[config.mk]
export PLATFORM = sky130hd
export DESIGN_NAME = bibp_sirali
export DESIGN_NICKNAME = d
export VERILOG_FILES = /design/src/rtl/bibp_pkg.sv /design/src/rtl/bibp_adim.sv /design/src/rtl/bibp_sirali.sv
export SDC_FILE = /design/constraint.sdc
export NUM_CORES = 1
export LEC_CHECK = 0
export CAP_MARGIN = 20
export CORE_UTILIZATION = 45
export CTS_CLUSTER_DIAMETER = 200
export DETAILED_ROUTE_END_ITERATION = 12
export MAX_ROUTING_LAYER = met4
export SYNTH_ARGS = -nofsm -noshare
export SYNTH_HDL_FRONTEND = slang
export SYNTH_SLANG_ARGS = --single-unit
[constraint.sdc]
create_clock -name clk -period 6.6 [get_ports clk]
set_clock_uncertainty 0.15 [all_clocks]
set_input_delay 1.32 -clock clk [delete_from_list [all_inputs] [get_ports clk]]
set_output_delay 1.32 -clock clk [all_outputs]
set_load 0.05 [all_outputs]
[src/rtl/bibp_pkg.sv]
// bibp_pkg: opcode and FSM state constants shared by the sequential ALU
package bibp_pkg;
  typedef logic [2:0] islem_t;
  localparam islem_t TOPLA       = 3'd0;
  localparam islem_t CIKAR       = 3'd1;
  localparam islem_t SOLA_KAYDIR = 3'd2;
  localparam islem_t SAGA_KAYDIR = 3'd3;
  localparam islem_t SOLA_DONDUR = 3'd4;
  localparam islem_t SAGA_DONDUR = 3'd5;
  localparam islem_t CARP        = 3'd6;
  localparam islem_t KARSILASTIR = 3'd7;
  localparam logic [1:0] BOSTA   = 2'd0;
  localparam logic [1:0] HESAPLA = 2'd1;
  localparam logic [1:0] BITTI   = 2'd2;
endpackage

[src/rtl/bibp_adim.sv]
// bibp_adim: one shift, rotate or shift-add step of the sequential ALU
module bibp_adim
  import bibp_pkg::*;
#(
  parameter int UZUNLUK = 4
) (
  input  logic [2:0]           islem,
  input  logic [UZUNLUK*2-1:0] deger,
  input  logic [UZUNLUK*2-1:0] ek,
  input  logic                 carp_bit,
  output logic [UZUNLUK*2-1:0] yeni
);
  localparam int W = UZUNLUK;
  always_comb
    yeni = islem == SOLA_KAYDIR ? deger << 1 :
           islem == SAGA_KAYDIR ? {{W{1'b0}}, 1'b0, deger[W-1:1]} :
           islem == SOLA_DONDUR ? {{W{1'b0}}, deger[W-2:0], deger[W-1]} :
           islem == SAGA_DONDUR ? {{W{1'b0}}, deger[0], deger[W-1:1]} :
           islem == CARP        ? deger + (carp_bit ? ek : '0) :
                                  deger;
endmodule

[src/rtl/bibp_sirali.sv]
// bibp_sirali: multi-cycle ALU with valid/ready handshake on both sides
module bibp_sirali
  import bibp_pkg::*;
#(
  parameter int UZUNLUK = 4
) (
  input  logic                 clk,
  input  logic                 rst,
  input  logic [UZUNLUK*2+2:0] buyruk,
  input  logic                 gecerli,
  output logic                 hazir,
  output logic [UZUNLUK*2-1:0] sonuc,
  output logic                 sonuc_gecerli,
  input  logic                 sonuc_hazir
);
  localparam int W = UZUNLUK;
  localparam int W2 = 2 * W;
  localparam int SW = $clog2(W2) + 1;
  localparam int LW = $clog2(W);
  logic [1:0] durum;
  logic [2:0] op, y_op;
  logic [W-1:0] a, b, y_a, y_b;
  logic [W2-1:0] acc, mc, yeni, val, son;
  logic [W+SW-1:0] bx;
  logic [SW-1:0] kalan, k;
  logic [W:0] toplam, fark;
  logic bos;
  assign y_op = buyruk[W2+2:W2];
  assign y_a = buyruk[W2-1:W];
  assign y_b = buyruk[W-1:0];
  assign bx = {{SW{1'b0}}, y_b};
  assign hazir = (durum == BOSTA) && !rst;
  // step count k; zero steps still costs one HESAPLA cycle (C = max(k,1))
  always_comb
    k = y_op == SOLA_KAYDIR ? (bx > (W+SW)'(W2) ? SW'(W2) : bx[SW-1:0]) :
        y_op == SAGA_KAYDIR ? (bx > (W+SW)'(W) ? SW'(W) : bx[SW-1:0]) :
        (y_op == SOLA_DONDUR || y_op == SAGA_DONDUR) ? {{(SW-LW){1'b0}}, y_b[LW-1:0]} :
        y_op == CARP ? SW'(W) : '0;
  bibp_adim #(.UZUNLUK(UZUNLUK)) u_adim (
    .islem(op), .deger(acc), .ek(mc), .carp_bit(b[0]), .yeni(yeni)
  );
  assign toplam = {1'b0, a} + {1'b0, b};
  assign fark = {1'b0, a} - {1'b0, b};
  assign val = bos ? acc : yeni;
  always_comb
    son = op == TOPLA ? W2'(toplam) :
          op == CIKAR ? W2'(fark) :
          op == KARSILASTIR ? W2'({a > b, a == b}) : val;
  always_ff @(posedge clk or posedge rst) begin
    if (rst) begin
      durum <= BOSTA;
      op <= '0;
      a <= '0;
      b <= '0;
      acc <= '0;
      mc <= '0;
      kalan <= '0;
      bos <= 1'b0;
      sonuc <= '0;
      sonuc_gecerli <= 1'b0;
    end else if (durum == BOSTA) begin
      if (gecerli) begin
        op <= y_op;
        a <= y_a;
        b <= y_b;
        acc <= y_op == CARP ? '0 : {{W{1'b0}}, y_a};
        mc <= {{W{1'b0}}, y_a};
        kalan <= k == '0 ? '0 : k - 1'b1;
        bos <= k == '0;
        durum <= HESAPLA;
      end
    end else if (durum == HESAPLA) begin
      acc <= val;
      mc <= mc << 1;
      b <= b >> 1;
      if (kalan == '0) begin
        sonuc <= son;
        sonuc_gecerli <= 1'b1;
        durum <= BITTI;
      end else
        kalan <= kalan - 1'b1;
    end else if (sonuc_hazir) begin
      sonuc_gecerli <= 1'b0;
      durum <= BOSTA;
    end
  end
endmodule
-- Word level (Yosys, flattened, before mapping)
Cells that the tools add are included.
W data, S select, Z words.
- add/subtract/negate cells: 5
- order comparisons: 3
- eq/ne operators: 18
- mux-type cells: 39
- bitwise operators: 1
- reductions and logical operators: 16
- operator list (cell ; count):
    $mux W8 ; 16
    $mux W4 ; 13
    $eq A3 B3 Y1 const B ; 7
    $eq A3 B2 Y1 const B ; 4
    $reduce_and A3 Y1 ; 4
    $mux W2 ; 5
    $add A8 B8 Y8 ; 1
    $logic_not A4 Y1 ; 2
    $sub A4 B1 Y4 const B ; 2
    $mux W3 ; 2
    $add A4 B4 Y5 ; 1
    $sub A4 B4 Y5 ; 1
    $eq A4 B4 Y1 ; 1
    $gt A4 B3 Y1 const B ; 1
    $gt A4 B4 Y1 ; 1
    $gt A4 B4 Y1 const B ; 1
    $ne A2 B2 Y1 const B ; 2
    $reduce_and A2 Y1 ; 2
    $reduce_bool A2 Y1 ; 2
    $eq A3 B1 Y1 const B ; 1
    $logic_not A3 Y1 ; 1
    $mux W1 ; 3
    $ne A3 B2 Y1 const B ; 1
    $reduce_bool A3 Y1 ; 1
    7 further kinds ; 7
- bits in registers: 43
- bits of input ports: 15
- output and inout port bits: 10
- logic and storage cells: 92

-- Logic depth before layout (Yosys ltp)
- depth after elaboration: 11
- depth in mapped cells: 10

-- Hierarchy
From an unflattened synthesis, not the netlist that was laid out.
- cells, all modules: 365
- area, all modules: 3206.8 um^2
- by module, submodules not included (module ; instances ; cells each ; area each (um^2) ; sequential area each (um^2)):
    bibp_sirali ; 1 ; 254 ; 2488.6 ; 1076.0
    bibp_adim ; 1 ; 111 ; 718.2 ; 0.0

-- Worst setup path after synthesis
Ideal clock, no wire load.
- path type: input to output
- start point: input port rst
- end point: output port hazir
- arrival: 2365 ps
- data required time: 5130 ps
- setup slack: 2765 ps
- stages on the path: 1
- path through: nor3_1
- cells in the longest elaborated chain, start to end: 2
- RTL lines (item ; RTL line ; RTL):
    start, declared ; bibp_sirali.sv:8 ; input logic rst,
    $logic_not A1 Y1 (no source line) ; n/a ;
    $logic_and A1 B1 Y1 ; bibp_sirali.sv:32 ; assign hazir = (durum == BOSTA) && !rst;
    end, declared ; bibp_sirali.sv:11 ; output logic hazir,
Every way passes these cells.

-- Worst setup path in the final report
Same ends and word-level chain as after synthesis.

==> impl_table.tex <==
\begin{tabular}{lr}
\hline
Metric & Value \\
\hline
\multicolumn{2}{l}{\textbf{CTS}} \\
\quad H-tree levels & 2 \\
\quad Number of setup buffers added after CTS & 0 \\
\quad Buffer levels on the longest clock path & 2 \\
\quad TritonCTS clock tree & done \\
\quad Clock Latency Late Sink & 300 ps \\
\quad Number of buffers created by CTS & 5 \\
\quad Clock net sink count & 43 \\
\quad Number of buffers added to fix hold violations after cts & 0 \\
\quad Clock tree root buffer cell & clkbuf\_8 \\
\quad Clock-pin slew on the worst setup and hold paths & 80 ps \\
\quad Gates resized, CTS repair & 0 \\
\multicolumn{2}{l}{\textbf{Place}} \\
\quad Routability cong. & 0.841 \\
\quad Number of placed instances, taps included & 504 \\
\quad IO buf count & 24 \\
\quad Estimated wirelength of the detail-placed design & 6380 um \\
\quad Worst slack after detailed placement & 2400 ps \\
\multicolumn{2}{l}{\textbf{STA}} \\
\quad Final setup viols & 0 \\
\quad Post-route setup slack & 2400 ps \\
\quad Max transition margin & 37.5\% \\
\quad Transition time of the tightest slew-check pin & 936 ps \\
\quad Pins Over Slew Limit & 0 \\
\quad Fin. Hold Viols & 0 \\
\quad Final critical-path required period & 4200 ps \\
\quad Final worst hold slack & 316 ps \\
\quad RSZ-0062 raised after global routing & no \\
\quad Final period util & 63.6\% \\
\quad Maximum achievable frequency & 238 MHz \\
\quad Setup TNS & 0 ps \\
\multicolumn{2}{l}{\textbf{Worst setup path}} \\
\quad Required time of the critical path & 5130 ps \\
\quad Startpoint of the worst-slack reg-to-reg timing path & b[0]\$\_DFFE\_PP0P\_ \\
\quad Worst Setup Path Type & in2out \\
\quad RR Endpoint & sonuc[4]\$\_DFFE\_PP0P\_ \\
\quad Critical path endpoint category & output pin \\
\quad Highest net fanout along the worst path & 2 \\
\quad Flop2flop setup slack & 3780 ps \\
\quad Type of element launching the critical path & input pin \\
\quad Crit path DAT & 2730 ps \\
\quad R2r worst-path depth & 9 \\
\multicolumn{2}{l}{\textbf{Cells and area}} \\
\quad Area of the multi-input gates & 0.00204 mm\^{}2 \\
\quad Antenna cells & 0 \\
\quad Number of nets in the layout & 449 \\
\quad Most common library cell in the layout ignoring fill and taps & nand2\_1 \\
\quad Sequential Area & 0.00108 mm\^{}2 \\
\quad Commonest non-fill, non-tap cells in the layout & 62 x nand2\_1, 43 x dfrtp\_1, 35 x o21ai\_0 \\
\quad Share of cells above drive strength 1 & 6.99\% \\
\quad Synthesis-to-finish area growth & 11.1\% \\
\quad Count of filler cells inserted in the layout & 643 \\
\quad Fin cells & 511 \\
\multicolumn{2}{l}{\textbf{Power and ir drop}} \\
\quad Lkg Pwr & 1.55 nW \\
\quad Total power divided by cell area & 513 mW/mm\^{}2 \\
\quad Final total power & 1.89 mW \\
\quad VDD IR max & 290 uV \\
\multicolumn{2}{l}{\textbf{Yosys}} \\
\quad Post-synthesis sequential element count & 43 \\
\quad Yosys warns & 0 \\
\quad Cell area after technology mapping & 0.00331 mm\^{}2 \\
\quad Most used DFF post-synth & dfrtp\_1 \\
\quad Number of nets produced by synthesis & 437 \\
\quad Post-synthesis cell type count & 72 \\
\quad Fraction of registers with async set/reset & 100\% \\
\quad Sequential share of the synthesized area & 32.5\% \\
\quad Mean Syn Cell Area & 8.22 um\^{}2 \\
\quad Post-Synthesis Cells & 403 \\
\quad Number of synthesized flops with an enable pin & 0 \\
\multicolumn{2}{l}{\textbf{Hold path}} \\
\quad Hold worst-path end & sonuc[7]\$\_DFFE\_PP0P\_ \\
\quad Classification of the worst-slack hold path & reg2reg \\
\quad Start point of the worst min-delay path & sonuc[7]\$\_DFFE\_PP0P\_ \\
\quad Worst hold path depth & 2 \\
\multicolumn{2}{l}{\textbf{Die}} \\
\quad Initial core utilization & 47.7\% \\
\quad Number of top-level pins & 25 \\
\quad Die extent in y & 87.8 um \\
\quad Area enclosed by the die boundary & 0.00771 mm\^{}2 \\
\quad Number of placement rows & 30 \\
\quad Core region area & 0.00694 mm\^{}2 \\
\quad Die width & 87.8 um \\
\multicolumn{2}{l}{\textbf{Drt}} \\
\quad Vias post-DR & 3,009 \\
\quad Number of optimization iterations in the first detailed-route pass & 4 \\
\quad Remaining routing DRC violations & 0 \\
\quad DR WL/cell & 17.1 um \\
\quad Via count normalized by instance count & 5.89 \\
\quad Routed wire length & 8730 um \\
\quad Antenna viol nets, final & 0 \\
\quad Number of design-rule violations left by the first detailed-router iteration & 196 \\
\multicolumn{2}{l}{\textbf{Outcome}} \\
\quad Run status & completed \\
\multicolumn{2}{l}{\textbf{Job}} \\
\quad Max cap viols & 0 \\
\multicolumn{2}{l}{\textbf{Global route}} \\
\quad GRT Overall Usage & 24.8\% \\
\quad Total global routing overflow & 0 \\
\quad Pin count of the biggest net entering global routing & 44 \\
\quad Vias in the first global route & 2,712 \\
\quad Antenna violations before repair & 0 \\
\quad Wire length of the first global-routing pass & 14,000 um \\
\hline
\end{tabular}
synth_stat cells (4+ instances only):
cell type,number,share of area (%)
nor3b_1,4,0.91
buf_2,6,0.91
nor2b_1,8,1.5
nor4_1,4,0.75
nand3_1,12,1.8
nand2_1,62,7.0
o21ai_0,35,5.3
and2_1,6,1.1
ha_1,16,6.0
a31oi_1,7,1.3
nor3_1,7,1.1
o22ai_1,5,0.94
o21bai_1,4,0.91
nand2b_1,7,1.3
nor2_1,24,2.7
a21oi_1,21,3.2
dfrtp_1,43,32
inv_1,21,2.4
and3_1,5,0.94
clkbuf_1,9,1.0
a22oi_1,11,2.5
xor2_1,4,1.1
worst max-delay path: stages:
cell and delay, ps:
clkdlybuf4s50_1 430, nor3_1 150, clkdlybuf4s50_1 830
sequential cells by signal, summed over array words and instances, names as in the netlist:
register,cells
sonuc,8
mc,8
kalan,4
sonuc_gecerli,1
durum,2
acc,8
a,4
bos,1
b,4
op,3
layout make-up:
| class | count | share of cell area (%) |
|---|---|---|
| Timing Repair Buffer | 27 | 7.14 |
| Multi-Input combinational cell | 316 | 55.3 |
| Clock inverter | 1 | 0.816 |
| Sequential cell | 43 | 29.2 |
| Inverter | 22 | 2.24 |
| Tap cell | 96 | 3.26 |
| Clock buffer | 6 | 1.97 |
kinds of logic (layout without fill, tap and decap cells):
logic type | Yosys count | after routing | share of synthesized area (%)
buffers and inverters | 44 | 56 | 6.23
muxes | 3 | 3 | 0.944
DFF | 43 | 43 | 32.5
xor gates and xnor gates | 6 | 6 | 1.59
and+or+nand+nor | 161 | 161 | 24.4
AOI/OAI and AO/OA | 127 | 127 | 26.5
adders and majority gates | 19 | 19 | 7.85
metal layers:
metal / up-vias / share of wire, % / global-route usage [%]
li1: 1477 / - / -
met2: 66 / 46 / 37.1
met1: 1459 / 49 / 35.6
met3: 7 / 3.6 / 3.58
met4: 0 / 0.94 / 4.92
met5: - / 0 / -
through the flow:
| step | utilization (%) | cell area (um^2) |
|---|---|---|
| 6_report | 53.0 | 3680 |
| 3_5_place_dp | 51.5 | 3580 |
| 5_1_grt | 53.0 | 3680 |
| 2_1_floorplan | - | 3310 |
| 3_3_place_gp | 51.5 | 3580 |
| 4_1_cts | 53.0 | 3680 |
how the worst max path moves through the flow:
stage	start	end	slack (ps)	cells after the start
final	rst	hazir	2400	3
after floorplan	rst	hazir	2770	1
after global routing	rst	hazir	2340	3
after global placement	rst	hazir	2400	3
after CTS	rst	hazir	2390	3
after detailed placement	rst	hazir	2400	3
report_power, final:
group / leakage, nW / internal (mW) / switching, mW / total (mW)
clock: 0.0513 / 0.111 / 0.0935 / 0.205
combinational: 0.959 / 0.441 / 0.657 / 1.10
sequential: 0.540 / 0.379 / 0.205 / 0.584
total: 1.55 / 0.931 / 0.956 / 1.89
No activity file was read; power rests on OpenSTA's default activity.
